[src/rtl/pokey_key_pkg.sv]
// Shared constants for the POKEY keyboard scan path: debounce state encodings,
// KBCODE bit positions and the fixed matrix scan positions of the modifiers.
package pokey_key_pkg;

  localparam int unsigned SCAN_W       = 6;
  localparam int unsigned KB_W         = 8;
  localparam int unsigned KB_CTRL_BIT  = 7;
  localparam int unsigned KB_SHIFT_BIT = 6;

  localparam logic [SCAN_W-1:0] SHIFT_CODE = 6'h10;
  localparam logic [SCAN_W-1:0] CTRL_CODE  = 6'h20;
  localparam logic [SCAN_W-1:0] BREAK_CODE = 6'h30;

  typedef enum logic [1:0] {
    KS_IDLE    = 2'b00,
    KS_CONFIRM = 2'b01,
    KS_RELEASE = 2'b10,
    KS_HELD    = 2'b11
  } ks_state_e;

endpackage

[src/rtl/key_scan_cnt.sv]
// Key-matrix scan counter (wraps modulo 64) with the debounce compare register
// and its match output; a disabled debounce makes every slot match.
module key_scan_cnt
  import pokey_key_pkg::*;
(
  input  logic              clk,
  input  logic              reset,
  input  logic              i_en,
  input  logic              i_clr,
  input  logic              i_ld,
  input  logic              i_deb_en,
  output logic [SCAN_W-1:0] o_scan,
  output logic              o_deb_comp_c
);

  logic [SCAN_W-1:0] r_scan;
  logic [SCAN_W-1:0] r_cmp;

  always_ff @(posedge clk) begin
    if (reset) begin
      r_scan <= '0;
      r_cmp  <= '0;
    end else begin
      if (i_clr) begin
        r_scan <= '0;
      end else if (i_en) begin
        r_scan <= SCAN_W'(r_scan + 1'b1);
      end
      if (i_ld) begin
        r_cmp <= r_scan;
      end
    end
  end

  assign o_scan       = r_scan;
  assign o_deb_comp_c = i_deb_en ? (r_scan == r_cmp) : 1'b1;

endmodule

[src/rtl/key_scan_ctrl.sv]
// POKEY keyboard scan sequencer: debounce FSM, modifier latches, KBCODE and IRQ.
// Define KEY_SCAN_BREAK_EN to build the BREAK-key edge detector on breakIrq.
module key_scan_ctrl
  import pokey_key_pkg::*;
(
  input  logic              clk,
  input  logic              reset,
  input  logic              scanStrobe,
  input  logic              kbdEn,
  input  logic              debEn,
  input  logic              iKR1,
  input  logic              iKR2,
  output logic [SCAN_W-1:0] kScan,
  output logic [KB_W-1:0]   kbCode,
  output logic              keyIrq,
  output logic              keyDown,
  output logic              shiftDown,
  output logic              breakIrq
);

  ks_state_e         r_state;
  logic [KB_W-1:0]   r_kb_code;
  logic              r_key_irq;
  logic              r_key_down;
  logic              r_shift_down;
  logic              r_shift;
  logic              r_ctrl;
  logic              w_eval;
  logic              w_ld_cmp;
  logic              w_deb_comp;
  logic [SCAN_W-1:0] w_scan;

  assign w_eval   = scanStrobe & kbdEn;
  assign w_ld_cmp = w_eval & (r_state == KS_IDLE) & iKR1;

  key_scan_cnt u_cnt (
    .clk          (clk),
    .reset        (reset),
    .i_en         (w_eval),
    .i_clr        (~kbdEn),
    .i_ld         (w_ld_cmp),
    .i_deb_en     (debEn),
    .o_scan       (w_scan),
    .o_deb_comp_c (w_deb_comp)
  );

  // Modifier latches update in parallel with the FSM, so a same-strobe kbCode
  // load sees the previous modifier values.
  always_ff @(posedge clk) begin
    if (reset) begin
      r_state      <= KS_IDLE;
      r_kb_code    <= '0;
      r_key_irq    <= 1'b0;
      r_key_down   <= 1'b0;
      r_shift_down <= 1'b0;
      r_shift      <= 1'b0;
      r_ctrl       <= 1'b0;
    end else begin
      r_key_irq <= 1'b0;
      if (!kbdEn) begin
        r_state      <= KS_IDLE;
        r_key_down   <= 1'b0;
        r_shift_down <= 1'b0;
      end else if (scanStrobe) begin
        if (w_scan == SHIFT_CODE) begin
          r_shift      <= iKR2;
          r_shift_down <= iKR2;
        end
        if (w_scan == CTRL_CODE) begin
          r_ctrl <= iKR2;
        end
        case (r_state)
          KS_IDLE: begin
            if (iKR1) r_state <= KS_CONFIRM;
          end
          KS_CONFIRM: begin
            if (w_deb_comp) begin
              if (iKR1) begin
                r_kb_code[KB_CTRL_BIT]  <= r_ctrl;
                r_kb_code[KB_SHIFT_BIT] <= r_shift;
                r_kb_code[SCAN_W-1:0]   <= w_scan;
                r_key_irq               <= 1'b1;
                r_key_down              <= 1'b1;
                r_state                 <= KS_HELD;
              end else begin
                r_state <= KS_IDLE;
              end
            end
          end
          KS_HELD: begin
            if (w_deb_comp && !iKR1) r_state <= KS_RELEASE;
          end
          KS_RELEASE: begin
            if (w_deb_comp) begin
              if (iKR1) begin
                r_state <= KS_HELD;
              end else begin
                r_key_down <= 1'b0;
                r_state    <= KS_IDLE;
              end
            end
          end
          default: r_state <= KS_IDLE;
        endcase
      end
    end
  end

`ifdef KEY_SCAN_BREAK_EN
  logic r_break_prev;
  logic r_break_irq;

  // Rising edge of the BREAK return, sampled only at its own scan slot.
  always_ff @(posedge clk) begin
    if (reset) begin
      r_break_prev <= 1'b0;
      r_break_irq  <= 1'b0;
    end else begin
      r_break_irq <= 1'b0;
      if (w_eval && (w_scan == BREAK_CODE)) begin
        r_break_prev <= iKR2;
        r_break_irq  <= iKR2 & ~r_break_prev;
      end
    end
  end

  assign breakIrq = r_break_irq;
`else
  assign breakIrq = 1'b0;
`endif

  assign kScan     = w_scan;
  assign kbCode    = r_kb_code;
  assign keyIrq    = r_key_irq;
  assign keyDown   = r_key_down;
  assign shiftDown = r_shift_down;

endmodule

[config.mk]
export PLATFORM = sky130hd
export DESIGN_NAME = key_scan_ctrl
export DESIGN_NICKNAME = d
export VERILOG_FILES = /design/src/rtl/pokey_key_pkg.sv /design/src/rtl/key_scan_cnt.sv /design/src/rtl/key_scan_ctrl.sv
export SDC_FILE = /design/constraint.sdc
export NUM_CORES = 1
export LEC_CHECK = 0
export CAP_MARGIN = 20
export CORE_MARGIN = 2
export CORE_UTILIZATION = 49
export DETAILED_ROUTE_END_ITERATION = 12
export GPL_TIMING_DRIVEN = 0
export PLACE_DENSITY = 0.83
export SLEW_MARGIN = 10
export SYNTH_ARGS = -nofsm -noshare
export SYNTH_HDL_FRONTEND = slang
export SYNTH_HIERARCHICAL = 1
export SYNTH_SLANG_ARGS = --single-unit
export TNS_END_PERCENT = 30
[constraint.sdc]
create_clock -name clk -period 2.2 [get_ports clk]
set_input_delay 0.44 -clock clk [delete_from_list [all_inputs] [get_ports clk]]
set_output_delay 0.44 -clock clk [all_outputs]
set_load 0.03 [all_outputs]
==> run_results.csv <==
group,metric,value,unit
status,status,"completed",
floorplanning,die_x,56.1,µm
worst_setup_path,critical-path-slowest-cell,"clkdlybuf4s50_1",
worst_setup_path,worstSetupPathType,"reg2out",
logic_synthesis,synth_top_family_by_area,"simple AND/OR/NAND/NOR gates",
logic_synthesis,yosys-top-cells-area,"dfxtp_1 41%, mux2i_1 6.8%, ha_1 5.7%",
job,drv_cap,0,
logic_synthesis,synth_top_cell_by_area,"dfxtp_1",
routing,drcViolationCount,0,
power,power_density,485,mW/mm²
worst_setup_path,end_kind,"primary output",
timing,finalHoldViolations,0,
worst_setup_path,crit_end,"kScan[3]",
logic_synthesis,yosysMostFrequentCell,"dfxtp_1",
timing,slew_violations,0,
timing,timing.final.crit_share,93.6,%
timing,tns,0,ps
global_routing,antenna_found_initial,0,
logic_synthesis,synth.avg_cell_area,8.85,µm²
routing,routed-via-count,1182,
logic_synthesis,synth_area,0.00133,mm²
routing,first_pass_iters,4,
logic_synthesis,ys_types,33,
logic_synthesis,seq_area_frac_synth,40.7,%
finish,final_layout_size_suffix_gt1_share,9.09,%
finish,layout.nets,190,
worst_setup_path,r2r-start,"u_cnt/o_scan[4]",
floorplanning,start_util,52.6,%
timing,setup_viol,0,
logic_synthesis,synth_nets,163,
worst_setup_path,crit_fanout,9,
routing,ant_nets,0,
routing,routed.top_layer,"met4",
worst_setup_path,timing.critical_path.from,"u_cnt/o_scan[3]",
logic_synthesis,synth_commonest_cells,"27 x dfxtp_1, 12 x nor2_1, 10 x a21oi_1, 10 x nand2_1, 10 x o21ai_0",
logic_synthesis,yosys.area_share.adder,5.66,%
global_routing,grt_pass1_wl,4850,µm
logic_synthesis,synth_mux_area_share,6.79,%
logic_synthesis,yosys_warnings,6,
routing,wl_per_cell,14.4,µm
worst_setup_path,path_depth,1,
floorplanning,placementRows,18,
timing,fmax,0.485,GHz
clock_tree,cts_tree,"built",
clock_tree,ctsHtreeMaxLevel,1,
finish,antenna_cells,0,
global_routing,grt_max_degree,17,
logic_synthesis,ys_async_sr_fraction,0,%
finish,area_delta_synth_final,23.5,%
clock_tree,clock_path_buffers,2,
clock_tree,cts.sinks,27,
worst_setup_path,crit_required,1760,ps
worst_setup_path,reg2reg_to,"kbCode[3]",
worst_setup_path,reg2reg_depth,7,
place,dp_hpwl,2140,µm
timing,rsz0062_at_grt,"no",
routing,wl,2970,µm
timing,post-route-min-period,2060,ps
logic_synthesis,synthSimpleGateAreaFrac,22.6,%
routing,met1_length,1280,µm
worst_setup_path,max_stage_delay,750,ps
routing,drt_iter0_markers,32,
global_routing,grt_use_total,18.8,%
power,leakagePower,0.609,nW
logic_synthesis,synth_enable_flop_cells,0,
logic_synthesis,synthCells,150,
global_routing,grt_pass1_vias,1104,
place,gp_congestion,0.787,
logic_synthesis,synth_top_area_share,40.7,%
routing,vias_per_cell,5.74,
worst_setup_path,worst_setup_path_start_kind,"flop",
place,numPortBuffers,22,
clock_tree,cts.clk_slew.worst_paths,150,ps
clock_tree,post_cts_buffers,0,
power,peakVddDrop,0.347,mV
floorplanning,dieArea,0.00314,mm²
floorplanning,dieHeight,56.1,µm
worst_setup_path,crit_family,"buffers and inverters",
finish,utilization,65.0,%
clock_tree,cts_buffers,3,
global_routing,grt_overflow,0,
worst_setup_path,r2r_slack,200,ps
timing,fin_skew,2.66,ps
floorplanning,coreArea,0.00252,mm²
logic_synthesis,synth_xor_area_share,6.60,%
worst_setup_path,cp_cell_sequence,"clkdlybuf4s50_1",
worst_hold_path,hp-class,"reg2reg",
clock_tree,cts_root_buf,"clkbuf_4",
logic_synthesis,synth_ff_type,"dfxtp_1",
logic_synthesis,synth_compound_gate_area_share,13.1,%
routing,wl_met2,1520,µm
clock_tree,clock_latency,320,ps
worst_setup_path,cp_num_buf_inv,1,
clock_tree,postCtsHoldBufs,0,
floorplanning,io_pins,25,
logic_synthesis,synth_seq_cells,27,
worst_setup_path,arrival,1620,ps
routing,wl_met3,143,µm
-- registers in the layout, summed over array words and instances, names as in the netlist --
| register | cells |
|---|---|
| r_state | 2 |
| r_ctrl | 1 |
| keyDown | 1 |
| r_shift | 1 |
| kbCode | 8 |
| shiftDown | 1 |
| keyIrq | 1 |
| u_cnt/r_cmp | 6 |
| u_cnt/o_scan | 6 |
-- stage by stage --
| stage | hold slack (ps) | setup WS [ps] | area [µm²] | instances | total power [mW] |
|---|---|---|---|---|---|
| after detailed placement | 467 | -194 | 1590 | 202 | 0.577 |
| after CTS | 487 | 45.0 | 1630 | 206 | 0.796 |
| after global routing | 523 | 51.6 | 1640 | 206 | 0.817 |
| final | 488 | 140 | 1640 | 206 | 0.795 |
| after global placement | 457 | -89.7 | 1590 | 202 | 0.574 |
| after floorplan | 441 | 13.6 | 1330 | 150 | 0.551 |
-- logic make-up (layout without fill, tap and decap cells) --
group | Yosys count | count (layout)
buffers and inverters | 14 | 40
other | 1 | 1
AOI/OAI and AO/OA | 28 | 28
xor gates and xnor gates | 10 | 10
and+or+nand+nor | 55 | 55
adders and majority gates | 6 | 6
muxes | 9 | 9
DFF | 27 | 27
-- worst min-delay path by stage --
stage	to	depth (start not counted)	start	slack [ps]
after floorplan	kbCode[6]	2	r_shift	440
after global placement	kbCode[7]	2	r_ctrl	460
after detailed placement	kbCode[7]	2	r_ctrl	470
after CTS	kbCode[7]	2	r_ctrl	490
after global routing	r_shift	2	r_shift	520
final	kbCode[4]	2	kbCode[4]	490
-- repair_timing --
action,4_1_cts,5_1_grt
endpoints found under the setup margin,10,10
hold endpoints to repair,0,0
resized for setup,2,2
-- per-layer routing --
layer / vias to the layer above / global-route usage, %
li1: 577 / -
met2: 34 / 32.9
met4: 0 / 6.80
met1: 567 / 23.5
met3: 4 / 2.56
met5: - / 0
-- power breakdown --
part	switching, mW	total [mW]	internal (mW)	leakage (nW)
combinational	0.0449	0.0758	0.0309	0.376
sequential	0.00404	0.495	0.491	0.220
clock	0.154	0.223	0.0695	0.0139
total	0.203	0.795	0.592	0.609
-- layout by cell type, fill, tap and decap left out --
cell / instances
a2111oi_2: 1
a21oi_1: 10
a31o_2: 1
and2_1: 2
and3_1: 1
and4_1: 1
buf_4: 1
clkbuf_1: 6
clkbuf_4: 3
clkdlybuf4s50_1: 22
clkinvlp_4: 1
conb_1: 1
dfxtp_1: 23
dfxtp_2: 4
ha_1: 6
inv_1: 7
mux2i_1: 9
nand2_1: 10
nand2b_1: 4
nand3_1: 8
nand4_1: 5
nand4_2: 1
nor2_1: 12
nor2b_1: 5
nor4_1: 1
nor4b_1: 1
o2111a_1: 1
o211a_1: 1
o21ai_0: 10
o311ai_0: 2
o31ai_4: 1
o32ai_1: 1
or2_2: 1
or3_1: 1
or4_4: 2
xnor2_1: 5
xor2_1: 5
-- final cells by class --
cell class	count	area (µm²)
Clock inverter	1	7.51
Sequential cell	27	546
Buffer	7	30.0
Tap cell	30	37.5
Clock buffer	3	22.5
Inverter	7	26.3
Fill cell	211	883
Timing Repair Buffer	22	220
Multi-Input combinational cell	109	749
Power figures use the tool's default switching activity.
==> variant: new RTL, same settings <==
Put a register stage on the output `kScan`, without a reset. The value now appears one clock later. The other outputs are not delayed to match.
--- a/src/rtl/key_scan_ctrl.sv
+++ b/src/rtl/key_scan_ctrl.sv
@@ -129,7 +129,9 @@
   assign breakIrq = 1'b0;
 `endif
 
-  assign kScan     = w_scan;
+  always_ff @(posedge clk) begin
+    kScan <= w_scan;
+  end
   assign kbCode    = r_kb_code;
   assign keyIrq    = r_key_irq;
   assign keyDown   = r_key_down;
Check against the original RTL: not equivalent (Yosys sat finds a counterexample within 4 cycles, from zero or initial values and one cycle with reset high).
==> variant against the unedited design <==
Sequential cell count grew 6. Final area increased by 10%. Critical endpoint is now u_cnt/r_cmp[2]$_SDFFE_PP0P_. First-iteration DRC count rose by 66%. Setup slack better by 20 ps. Routed wire length is 9.7% higher. Synthesized area increased by 11%. Critical path type is now in -> reg. Die area grew 10%. Power rose by 29%. The flow now finishes with violations (DRC). Fmax increased by 0.98%.
==> variant: results (changes against the unedited design) <==
Run status:
- The run finished, with violations left.
- The final reports fail on DRC.

Global route:
- The met2 usage in global routing is 37.0% (+4.0 points).
- The overall fraction of global-route tracks in use is 21.1% (+2.3 points).
- The global routing usage on met1 came to 23.8% (+0.27 points).
- The wire length of the first global-routing pass is 5430 µm (+12%).
- The pin count of the biggest net entering global routing is 11 (-6).
- The met3 capacity usage during global routing is 8.35% (+5.8 points).

Synthesis:
- The number of library cell types mapped by synthesis was 31 (-6.1%).
- The part of the Yosys area used for sequential elements is 44.9% (+4.1 points).
- The post-synthesis net count is 170 (+4.3%).
- After synthesis, the most frequently instantiated cells are sky130_fd_sc_hd__dfxtp_1, sky130_fd_sc_hd__a21oi_1, sky130_fd_sc_hd__nor2_1.
- The number of register bits inferred by synthesis is 33 (+22%).
- The average size of a mapped cell is 9.44 µm² (+6.7%).

Routing:
- The total wire length is 3260 µm (+9.7%).
- The first-pass detailed-route iteration total is 10 (+6).
- The routed via count is 1215 (+2.8%).
- The number of design rule violations left after detail routing is 2 (+2).
- The iteration-0 DRC count of the detailed router came to 53 (+66%).

Place:
- The placed instance area is 1740 µm² (+9.6%).
- The number of cells after detailed placement was 210 (+4.0%).
- The placer congestion estimate was 0.790 (+0.44%).
- The half-perimeter wire length of the detailed placement result is 2400 µm (+12%).
- The count of input and output buffers was 23 (+4.5%).

Hold path:
- The worst hold path depth is 0 (-2).
- The sink of the worst hold path is kScan[1]$_DFF_P_.

Setup path:
- The endpoint of the worst-slack reg-to-reg timing path is r_state[0]$_SDFFE_PP0P_.
- The endpoint of the most critical setup path is u_cnt/r_cmp[2]$_SDFFE_PP0P_.
- The critical path starts at scanStrobe.
- The worst reg-to-reg path cell count is 6 (-1).
- The arrival time of data at the critical path endpoint is 2260 ps (+640 ps).
- The setup slack on the worst flop-to-flop path is 170 ps (-30 ps).
- The highest cell delay on the worst timing path was 570 ps (-180 ps).

Finish:
- The growth of design area from synthesis to finish is 22.5%.
- The clock network contribution to total cell area is 3.05% (+1.2 points).
- The final standard cell count with taps included and fillers excluded is 216 (+4.9%).
- The area of combinational cells with multiple inputs is 761 µm² (+1.5%).
- The fraction of standard cell area that is sequential is 37.0% (+3.7 points).
- The net count reported at finish is 199 (+4.7%).
- The portion of the layout cell area used by non-clock buffers is 14.2% (-1.1 points).
- The number of filler instances in the final layout is 239 (+13%).

Pwr:
- The clock network power consumption was 0.342 mW (+53%).
- The share of total power in the clock network is 33.4% (+5.3 points).

Die:
- The number of placement rows is 19 (+1).

Timing:
- The worst hold slack across all endpoints is 451 ps (-37.4 ps).

Clocking:
- The clock input transition at the sequential cells of the worst setup and hold paths is 90 ps (-60 ps).
- The clock insertion delay at the later pin of the skew report is 340 ps (+20 ps).
- The clock buffer count from CTS is 5 (+2).
- The level count of the clock H-tree is 2 (+1).
[variant: cell count changes after synthesis, sizes merged, moves of 2 or more]
cell,delta
dfxtp,+6
nand2,-5
a21oi,+2
and2,+2
and3,+2
nand2b,-2
o311ai,-2
[variant: what timing repair did]
| action | in CTS | in global routing |
|---|---|---|
| setup buffers | 0 | 0 |
| endpoints found under the setup margin | 7 | 17 |
| resized for setup | 1 | 5 |
| pin swaps | 0 | 0 |
[variant: cell families after synthesis]
family,after synthesis,synth area share (%)
mux,10,6.80
simple gates,51,18.8
other cells,1,0.255
xor+xnor,10,5.95
flops,33,44.9
fa+ha+maj,7,5.95
buf+inv,14,3.82
compound gates,30,13.6
[variant: metal layers]
metal  part of all wire [%]  wire length [µm]
met5                      0                 0
met4                    1.2                40
met3                    6.3               206
met2                     53              1720
met1                     40              1300
